File: config.mk
export PLATFORM = sky130hd
export DESIGN_NAME = ram_block_copier
export DESIGN_NICKNAME = d
export VERILOG_FILES = /design/src/rtl/ram_block_copier_pkg.sv /design/src/rtl/ram_block_copier.sv
export SDC_FILE = /design/constraint.sdc
export NUM_CORES = 1
export LEC_CHECK = 0
export ABC_AREA = 1
export BUFFER_PORTS_ARGS = -buffer_cell sky130_fd_sc_hd__buf_2
export CAP_MARGIN = 40
export CORE_MARGIN = 8
export CORE_UTILIZATION = 30
export DETAILED_ROUTE_END_ITERATION = 12
export PLACE_DENSITY = 0.62
export SLEW_MARGIN = 15
export SYNTH_ARGS = -nofsm -noshare
export SYNTH_HDL_FRONTEND = slang
export SYNTH_SLANG_ARGS = --single-unit
File: constraint.sdc
create_clock -name clk -period 4.65 [get_ports clk]
set_clock_uncertainty 0.05 [all_clocks]
set_input_delay 1.1625 -clock clk [delete_from_list [all_inputs] [get_ports clk]]
set_output_delay 1.1625 -clock clk [all_outputs]
set_load 0.1 [all_outputs]
File: src/rtl/ram_block_copier_pkg.sv
// ---------------------------------------------------------------------------
// ram_block_copier_pkg
//   Shared definitions for the RAM block copier and the sync_ram instances it
//   drives: FSM state encoding and the default RAM geometry.
// ---------------------------------------------------------------------------
package ram_block_copier_pkg;

    // Default RAM geometry; instances may override via parameters.
    localparam int RAM_ADDR_WIDTH = 16;
    localparam int RAM_DATA_WIDTH = 32;

    // Copier FSM states. The encoding is fixed so that it can be decoded
    // directly from the debug state output.
    typedef enum logic [1:0] {
        ST_IDLE  = 2'd0,
        ST_READ  = 2'd1,
        ST_WRITE = 2'd2,
        ST_DONE  = 2'd3
    } state_t;

endpackage : ram_block_copier_pkg

File: src/rtl/ram_block_copier.sv
// ---------------------------------------------------------------------------
// ram_block_copier
//   Copies a block of words from src_addr to dst_addr inside one single-port
//   synchronous RAM. Each word costs one READ cycle (RAM drives Dout
//   combinationally, captured at the end of the cycle) and one WRITE cycle.
//   Copy order is strictly ascending, i.e. a forward word-by-word copy.
//
// Ports
//   clk         : single clock, all state changes on posedge
//   rst         : synchronous active-high reset, aborts any copy (no done)
//   start       : command strobe, only honoured in IDLE
//   src_addr    : first source address, latched on accepted start
//   dst_addr    : first destination address, latched on accepted start
//   length      : word count, latched on accepted start (0 = no-op)
//   busy        : high in every state except IDLE
//   done        : one-cycle pulse when the copy has completed
//   words_done  : words written in the current/last copy
//   ram_addr    : RAM address
//   ram_din     : RAM write data
//   ram_we      : RAM write enable
//   ram_rd      : RAM read enable (Dout is undriven when low)
//   ram_dout    : RAM read data, valid in the same cycle as ram_rd
//   dbg_state   : registered FSM state for observation
//
// Handshake: start is a level sampled at posedge while IDLE; the command is
// accepted on that edge and further starts are ignored until IDLE returns.
// ---------------------------------------------------------------------------
module ram_block_copier
    import ram_block_copier_pkg::*;
#(
    parameter int ADDR_WIDTH = RAM_ADDR_WIDTH,
    parameter int DATA_WIDTH = RAM_DATA_WIDTH
) (
    input  logic                  clk,
    input  logic                  rst,
    input  logic                  start,
    input  logic [ADDR_WIDTH-1:0] src_addr,
    input  logic [ADDR_WIDTH-1:0] dst_addr,
    input  logic [ADDR_WIDTH-1:0] length,
    output logic                  busy,
    output logic                  done,
    output logic [ADDR_WIDTH-1:0] words_done,
    output logic [ADDR_WIDTH-1:0] ram_addr,
    output logic [DATA_WIDTH-1:0] ram_din,
    output logic                  ram_we,
    output logic                  ram_rd,
    input  logic [DATA_WIDTH-1:0] ram_dout,
    output logic [1:0]            dbg_state
);

    state_t                r_state;
    state_t                w_state_next;
    logic [ADDR_WIDTH-1:0] r_src;
    logic [ADDR_WIDTH-1:0] r_dst;
    logic [ADDR_WIDTH-1:0] r_len;
    logic [ADDR_WIDTH-1:0] r_idx;
    logic [ADDR_WIDTH-1:0] r_words_done;
    logic [DATA_WIDTH-1:0] r_word;
    logic [ADDR_WIDTH-1:0] w_idx_inc;

    assign w_idx_inc  = r_idx + ADDR_WIDTH'(1);
    assign words_done = r_words_done;
    assign dbg_state  = r_state;

    // State register plus datapath registers.
    always_ff @(posedge clk) begin
        if (rst) begin
            r_state      <= ST_IDLE;
            r_src        <= '0;
            r_dst        <= '0;
            r_len        <= '0;
            r_idx        <= '0;
            r_words_done <= '0;
            r_word       <= '0;
        end else begin
            r_state <= w_state_next;
            case (r_state)
                ST_IDLE: begin
                    if (start) begin
                        r_src        <= src_addr;
                        r_dst        <= dst_addr;
                        r_len        <= length;
                        r_idx        <= '0;
                        r_words_done <= '0;
                    end
                end
                ST_READ: begin
                    // Only place the word register loads: Dout is undriven
                    // outside READ.
                    r_word <= ram_dout;
                end
                ST_WRITE: begin
                    r_idx        <= w_idx_inc;
                    r_words_done <= r_words_done + ADDR_WIDTH'(1);
                end
                default: ;
            endcase
        end
    end

    // Next-state and output decode, all from the registered state so the
    // RAM strobes are glitch-free with respect to start/length inputs.
    always_comb begin
        w_state_next = r_state;
        busy         = 1'b0;
        done         = 1'b0;
        ram_rd       = 1'b0;
        ram_we       = 1'b0;
        ram_addr     = '0;
        ram_din      = '0;
        case (r_state)
            ST_IDLE: begin
                if (start) begin
                    w_state_next = (length != '0) ? ST_READ : ST_DONE;
                end
            end
            ST_READ: begin
                busy         = 1'b1;
                ram_rd       = 1'b1;
                ram_addr     = r_src + r_idx;   // wraps modulo 2**ADDR_WIDTH
                w_state_next = ST_WRITE;
            end
            ST_WRITE: begin
                busy         = 1'b1;
                ram_we       = 1'b1;
                ram_addr     = r_dst + r_idx;   // wraps modulo 2**ADDR_WIDTH
                ram_din      = r_word;
                w_state_next = (w_idx_inc == r_len) ? ST_DONE : ST_READ;
            end
            ST_DONE: begin
                busy         = 1'b1;
                done         = 1'b1;
                w_state_next = ST_IDLE;
            end
            default: begin
                w_state_next = ST_IDLE;
            end
        endcase
    end

endmodule : ram_block_copier

==> metrics.csv, run 1 <==
stage,metric,value,unit
critical_path,crit-path most repeated cell,nand2_1,
sta,worst-margin pin slew,795,ps
placement,Routability Congestion,0.845,
power_and_ir_drop,Internal Power,0.00203,W
die,Die X,159,um
routing,first-pass iteration count of the detailed router,4,
yosys,largest cells by area after synthesis,"dfxtp_1 37%, nand2_1 13%, nor2_1 11%, o21ai_0 8.0%, inv_1 5.8%",
global_routing,GRT Util Overall,14.6,%
clock_network,clk buf depth,2,
yosys,Yosys top cell by area,dfxtp_1,
power_and_ir_drop,Design Power,0.00279,W
routing,Detailed Route WL,18.8,mm
final_layout,Register Area,0.00229,sq mm
power_and_ir_drop,switching power,0.000761,W
yosys,Synth top area share,37.2,%
clock_network,Num CTS Buffers,17,
clock_network,latest clock arrival within the worst-skew pair,410,ps
global_routing,vias in the first global route,6153,
yosys,synth cell count leaders,"208 x nand2_1, 184 x nor2_1, 114 x dfxtp_1, 98 x o21ai_0, 94 x inv_1",
final_layout,Nets,1196,
global_routing,first-pass GRT wire length,30.2,mm
final_layout,share of layout cells above drive strength 1,22.7,%
outcome,status,finished clean,
yosys,Yosys warnings,0,
die,core area,0.0202,sq mm
yosys,Netlist cell types,39,
yosys,most common cell in the netlist,nand2_1,
critical_path,"delay-heaviest family, CP",simple AND/OR/NAND/NOR gates,
sta,Final Max Tran Viols,0,
critical_path,slowest cell on the critical path,fa_1,
critical_path,CP max FO,12,
sta,final setup vio count,0,
clock_network,CTS tree,yes,
final_layout,P&R area growth vs syn,30.9,%
placement,Placed Instances,1339,
power_and_ir_drop,Sw Ratio,27.2,%
routing,number of routed nets with antenna violations,0,
critical_path,CP cell instances,inv_2 > ha_4 > inv_4 > nand2_1 > nand2_1 > ha_1 > inv_1 > fa_1 > nor2_1 > o21ai_0 > nand2_2 > nand4_1 > nand3_2 > nand2_1 > nand2_1 > a21oi_1 > nand2_1 > nand2_1 > nor2_4 > buf_12,
sta,min Tclk post-route,4340,ps
global_routing,largest net degree at the start of global routing,62,
yosys,Post-Syn Nets,1048,
critical_path,CP max stage delay,410,ps
yosys,register area share after synthesis,37.2,%
power_and_ir_drop,P_leak,3.95,nW
sta,Fmax achieved,0.230,GHz
critical_path,r2r worst-path depth,15,
final_layout,filler cell count,2155,
routing,via count,6299,
power_and_ir_drop,worst vdd ir,0.251,mV
clock_network,Clock transition at path regs,50,ps
sta,Setup Total Neg Slack,0,ps
clock_network,Clock Sinks,114,
power_and_ir_drop,PD cells,348,mW/mm^2
clock_network,"Hold-fix buffers, CTS",0,
power_and_ir_drop,Logic pwr share,14.3,%
critical_path,Worst EP arrival,3130,ps
routing,vias per cell,4.59,
clock_network,htree depth,4,
critical_path,CP Data Required Time,3440,ps
power_and_ir_drop,Seq pwr share,38.5,%
power_and_ir_drop,Clock power frac,47.2,%
placement,dpl hpwl,14.2,mm
placement,PortBufs,152,
critical_path,instance count on the critical path,20,
yosys,syn avg cell area,6.50,sq um
die,Die H,159,um
critical_path,Buf/Inv on CP,4,
sta,RSZ-0062 raised after global routing,no,
die,IO Count,153,
die,Initial Utilization,30.4,%
yosys,Post-Synthesis Cell Area,0.00613,sq mm
sta,Final Hold Vio Count,0,
routing,Iteration-0 DRC Markers,338,
global_routing,global route total overflow,0,
hold_path,worst hold path depth,2,
yosys,post-synthesis cell count,943,
die,overall die area,0.0253,sq mm
final_layout,multi-input logic area,0.00344,sq mm
final_layout,ANT cells,0,
yosys,Post-synth top flop,dfxtp_1,
critical_path,Worst Setup End Kind,output port,
routing,DRC viols,0,
yosys,#FFs+latches synth,114,
critical_path,CP Class,flip-flop to output port,
yosys,asr flop ratio synth,0,%
critical_path,Worst setup SP type,flip-flop,
final_layout,fin util,39.8,%
clock_network,Root Buffer,clkbuf_16,
hold_path,Hold WC Path Type,flip-flop to flip-flop,
run,Max Cap Violations,0,
sta,relative slew slack,46.9,%
final_layout,Post-Layout Cell Count,1373,
routing,WL per Instance,13.7,um
die,row count,52,
global_routing,antenna violations before repair,4,
sta,fin crit share,93.3,%
critical_path,"reg-to-reg slack, setup",1900,ps
yosys,"EDFF count, synth",0,
-- layer usage --
metal	vias up	track usage [%]	share of wire, %
li1	3324	-	-
met1	2806	16.2	42
met2	139	25.9	49
met3	22	5.43	7.4
met4	8	3.26	0.93
met5	-	0	0.25
-- path summary, 6_finish.rpt --
path,start,endpoint
max,dbg_state[0],ram_addr[14]
min,r_len[5],r_len[5]
max reg2reg,dbg_state[0],words_done[13]
min reg2reg,r_len[5],r_len[5]
-- power by group through the flow --
stage	combinational, W	sequential, W	clock, W
after floorplan	0.000272	0.00109	0
after global placement	0.000393	0.00109	0
after detailed placement	0.000401	0.00110	0
after CTS	0.000403	0.00108	0.00135
after global routing	0.000444	0.00108	0.00139
final	0.000398	0.00108	0.00132
-- state kept, by name (all words and copies together), names as in the netlist --
signal and count:
r_word 32, r_idx 16, r_len 16, dbg_state 2, r_src 16, words_done 16
r_dst 16
-- metrics by stage --
stage / hold slack, ps / area, sq um / setup slack [ps]
floorplan: 374 / 6240 / -17.6
global placement: 394 / 7360 / 420
detailed placement: 412 / 7390 / 374
CTS: 419 / 8000 / 67.6
global route: 442 / 8030 / 36.4
finish: 421 / 8030 / 310
-- repair_timing --
action	in CTS	in global routing
pin swaps	0	2
resized for setup	4	3
buffers inserted	0	3
endpoints found under the hold margin	0	0
endpoints found under the setup margin	5	9
-- logic make-up after synthesis --
| family | Yosys count | synth area share, % |
|---|---|---|
| xor gates and xnor gates | 8 | 1.14 |
| DFF | 114 | 37.2 |
| adders and majority gates | 22 | 4.61 |
| buffers and inverters | 135 | 8.36 |
| AOI/OAI and AO/OA | 172 | 14.5 |
| and+or+nand+nor | 492 | 34.1 |
-- worst min-delay path, cell delays in order (launching register included) --
cell and delay [ps]:
dfxtp_1 300, inv_1 70, a21oi_1 50
-- placed cells by master, fill, tap and decap left out, types with 9 or more instances in the layout --
cell type and instances:
a21oi_1 56, buf_2 145, buf_4 11, clkbuf_16 17
dfxtp_1 112, ha_1 20, inv_1 92, nand2_1 207
nand2_2 9, nand3_1 53, nand4_1 9, nor2_1 177
nor2_2 9, nor2_4 9, o21ai_0 95
-- final cells by class --
| cell class | count | area share, % |
|---|---|---|
| Clock buffer | 21 | 5.73 |
| Multi-Input combinational cell | 694 | 42.9 |
| Clock inverter | 10 | 1.67 |
| Timing Repair Buffer | 165 | 12.3 |
| Inverter | 99 | 4.69 |
| Tap cell | 270 | 4.21 |
| Sequential cell | 114 | 28.5 |
Power figures use the tool's default switching activity.
==> run 2, diff against run 1 <==
- CORE_UTILIZATION: 30 -> 54
- PLACE_DENSITY: 0.62 -> 0.93
==> run 2 against run 1 <==
  * Global-route usage rose by 10 points
  * Sequential share of layout area rose by 0.47 points
  * Final area fell by 1.6%
  * Final cell count fell by 9.5%
  * Maximum frequency fell by 3.2%
  * Via count rose by 7.0%
  * Non-clock buffer count fell by 5
  * Critical path depth did not move
  * Worst setup slack got worse by 140 ps
==> metrics.csv, run 2 (synthesis gave the netlist of run 1 again) <==
stage,metric,value,unit,change
critical_path,Worst Setup End Kind,output port,,unchanged
clock_network,clk buf depth,2,,unchanged
global_routing,GRT Util Overall,24.7,%,was 14.6%
hold_path,Hold WC Path Type,flip-flop to flip-flop,,unchanged
die,Die H,123,um,was 159 um
die,overall die area,0.0150,sq mm,was 0.0253 sq mm
final_layout,ANT cells,0,,unchanged
global_routing,largest net degree at the start of global routing,62,,unchanged
routing,via count,6737,,was 6299
die,Die X,123,um,was 159 um
critical_path,"reg-to-reg slack, setup",2070,ps,was 1900 ps
final_layout,Largest register FFs,32,,unchanged
critical_path,CP Class,flip-flop to output port,,unchanged
sta,Final Hold Vio Count,0,,unchanged
clock_network,Num CTS Buffers,17,,unchanged
sta,worst-margin pin slew,705,ps,was 795 ps
critical_path,Worst EP arrival,3270,ps,was 3130 ps
final_layout,filler cell count,879,,was 2155
die,row count,39,,was 52
power_and_ir_drop,P_leak,3.96,nW,was 3.95 nW
hold_path,hold_sp,r_len[7],,was r_len[5]
clock_network,Clock transition at path regs,60,ps,was 50 ps
sta,fin crit share,96.4,%,was 93.3%
routing,DRC viols,0,,unchanged
sta,post-route worst setup slack,168,ps,was 310 ps
global_routing,global route total overflow,0,,unchanged
placement,PortBufs,152,,unchanged
sta,relative slew slack,53.0,%,was 46.9%
placement,DP Worst Slack,324,ps,was 374 ps
die,Initial Utilization,54.4,%,was 30.4%
global_routing,first-pass GRT wire length,29.9,mm,was 30.2 mm
critical_path,CP max FO,19,,was 12
critical_path,crit-path most repeated cell,nand2_1,,unchanged
critical_path,worst setup path startpoint,dbg_state[0],,unchanged
sta,Final Max Tran Viols,0,,unchanged
clock_network,htree depth,4,,unchanged
critical_path,slowest cell on the critical path,fa_1,,unchanged
sta,min Tclk post-route,4480,ps,was 4340 ps
routing,vias per cell,5.42,,was 4.59
run,Max Cap Violations,0,,unchanged
power_and_ir_drop,PD cells,371,mW/mm^2,was 348 mW/mm^2
routing,first-pass iteration count of the detailed router,12,,was 4
critical_path,worst r2r src,dbg_state[1],,was dbg_state[0]
final_layout,Nets,1191,,was 1196
critical_path,CP cell instances,inv_2 > ha_4 > inv_8 > nand2_1 > nand2_1 > ha_1 > inv_1 > fa_1 > nor2_1 > o21ai_0 > nand2_2 > nand4_1 > nand3_2 > nand2_1 > nand2_1 > a21oi_1 > nand2_1 > nand2_1 > nor2_4 > buf_12,,was inv_2 > ha_4 > inv_4 > nand2_1 > nand2_1 > ha_1 > inv_1 > fa_1 > nor2_1 > o21ai_0 > nand2_2 > nand4_1 > nand3_2 > nand2_1 > nand2_1 > a21oi_1 > nand2_1 > nand2_1 > nor2_4 > buf_12
final_layout,P&R area growth vs syn,28.8,%,was 30.9%
final_layout,multi-input logic area,0.00344,sq mm,unchanged
clock_network,CTS tree,yes,,unchanged
sta,Fmax achieved,0.223,GHz,was 0.230 GHz
critical_path,end of the worst register-to-register path,words_done[13],,unchanged
power_and_ir_drop,Design Power,0.00293,W,was 0.00279 W
clock_network,latest clock arrival within the worst-skew pair,420,ps,was 410 ps
clock_network,Clock Sinks,114,,unchanged
critical_path,r2r worst-path depth,14,,was 15
global_routing,vias in the first global route,6639,,was 6153
outcome,status,finished clean,,unchanged
final_layout,Register Area,0.00229,sq mm,unchanged
final_layout,share of layout cells above drive strength 1,22.6,%,was 22.7%
routing,WL per Instance,14.7,um,was 13.7 um
final_layout,fin util,70.1,%,was 39.8%
routing,Detailed Route WL,18.3,mm,was 18.8 mm
critical_path,CP max stage delay,410,ps,about the same
sta,final setup vio count,0,,unchanged
critical_path,CP Data Required Time,3440,ps,about the same
die,IO Count,153,,unchanged
critical_path,Worst setup SP type,flip-flop,,unchanged
die,core area,0.0113,sq mm,was 0.0202 sq mm
clock_network,"Hold-fix buffers, CTS",0,,unchanged
final_layout,Top reg by flops,r_word,,unchanged
placement,dpl hpwl,12.7,mm,was 14.2 mm
global_routing,antenna violations before repair,2,,was 4
final_layout,"commonest non-fill, non-tap cells in the layout","207 x nand2_1, 177 x nor2_1, 146 x buf_2, 112 x dfxtp_1, 96 x o21ai_0",,"was 207 x nand2_1, 177 x nor2_1, 145 x buf_2, 112 x dfxtp_1, 95 x o21ai_0"
routing,Iteration-0 DRC Markers,663,,was 338
clock_network,Root Buffer,clkbuf_16,,unchanged
placement,Routability Congestion,0.921,,was 0.845
final_layout,"commonest non-fill, non-tap cell in the layout",nand2_1,,unchanged
power_and_ir_drop,worst vdd ir,0.251,mV,about the same
routing,number of routed nets with antenna violations,0,,unchanged
critical_path,worst setup path end,ram_addr[14],,unchanged
run 2: cell count changes in the layout (fill, tap and decap cells not counted), moves of 2 or more:
cell / before / now
buf_4: 11 / 5
clkinv_2: 6 / 3
clkinv_4: 1 / 4
inv_6: 0 / 3
bufinv_16: 3 / 5
clkbuf_1: 2 / 0
clkbuf_8: 2 / 0
run 2: layout make-up:
class	count	share of cell area [%]
timing repair buffer	160	12.0
clock buffer	17	5.39
inverter	99	4.83
tap	143	2.27
clock inverter	15	2.93
sequential	114	29.0
multi-input combinational	694	43.6
run 2: metal layers:
metal  share of wire [%]  track usage [%]
met3                 9.5             9.84
met1                  38             26.0
met4                 3.3             11.9
met5                0.13                0
met2                  49             42.5
run 2: how the worst min path moves through the flow:
stage           endpoint  slack [ps]  cells past startpoint
2_1_floorplan   r_src[1]         370                      2
3_3_place_gp    r_src[1]         400                      2
3_5_place_dp    r_len[7]         410                      2
4_1_cts         r_len[7]         420                      2
5_1_grt        r_len[10]         440                      2
6_report        r_len[7]         420                      2
run 2: power by group:
| part | total, W | switching, W | internal (W) |
|---|---|---|---|
| combinational | 0.000397 | 0.000275 | 0.000122 |
| clock | 0.00145 | 0.000496 | 0.000956 |
| sequential | 0.00108 | 0.0000378 | 0.00104 |
run 2: timing repair:
action                     CTS  global route
pin swaps                    1             0
setup endpoints to repair    6             8
gates resized for setup      3             5
buffers inserted             1             0
run 2: critical path, delay by kind of cell (launching register included):
kind	cells	cell delay (ps)
buf+inv	4	430
simple gates	11	1070
fa+ha+maj	3	800
flops	1	370
compound gates	2	170
run 2: through the flow:
step | cell area [sq um] | hold WS [ps] | setup TNS, ps | cells
finish | 7900 | 418 | 0 | 1242
global route | 7900 | 436 | -4.26 | 1242
CTS | 7890 | 420 | 0 | 1242
detailed placement | 7210 | 412 | 0 | 1209
global placement | 7160 | 396 | 0 | 1207
floorplan | 6240 | 374 | -17.6 | 943
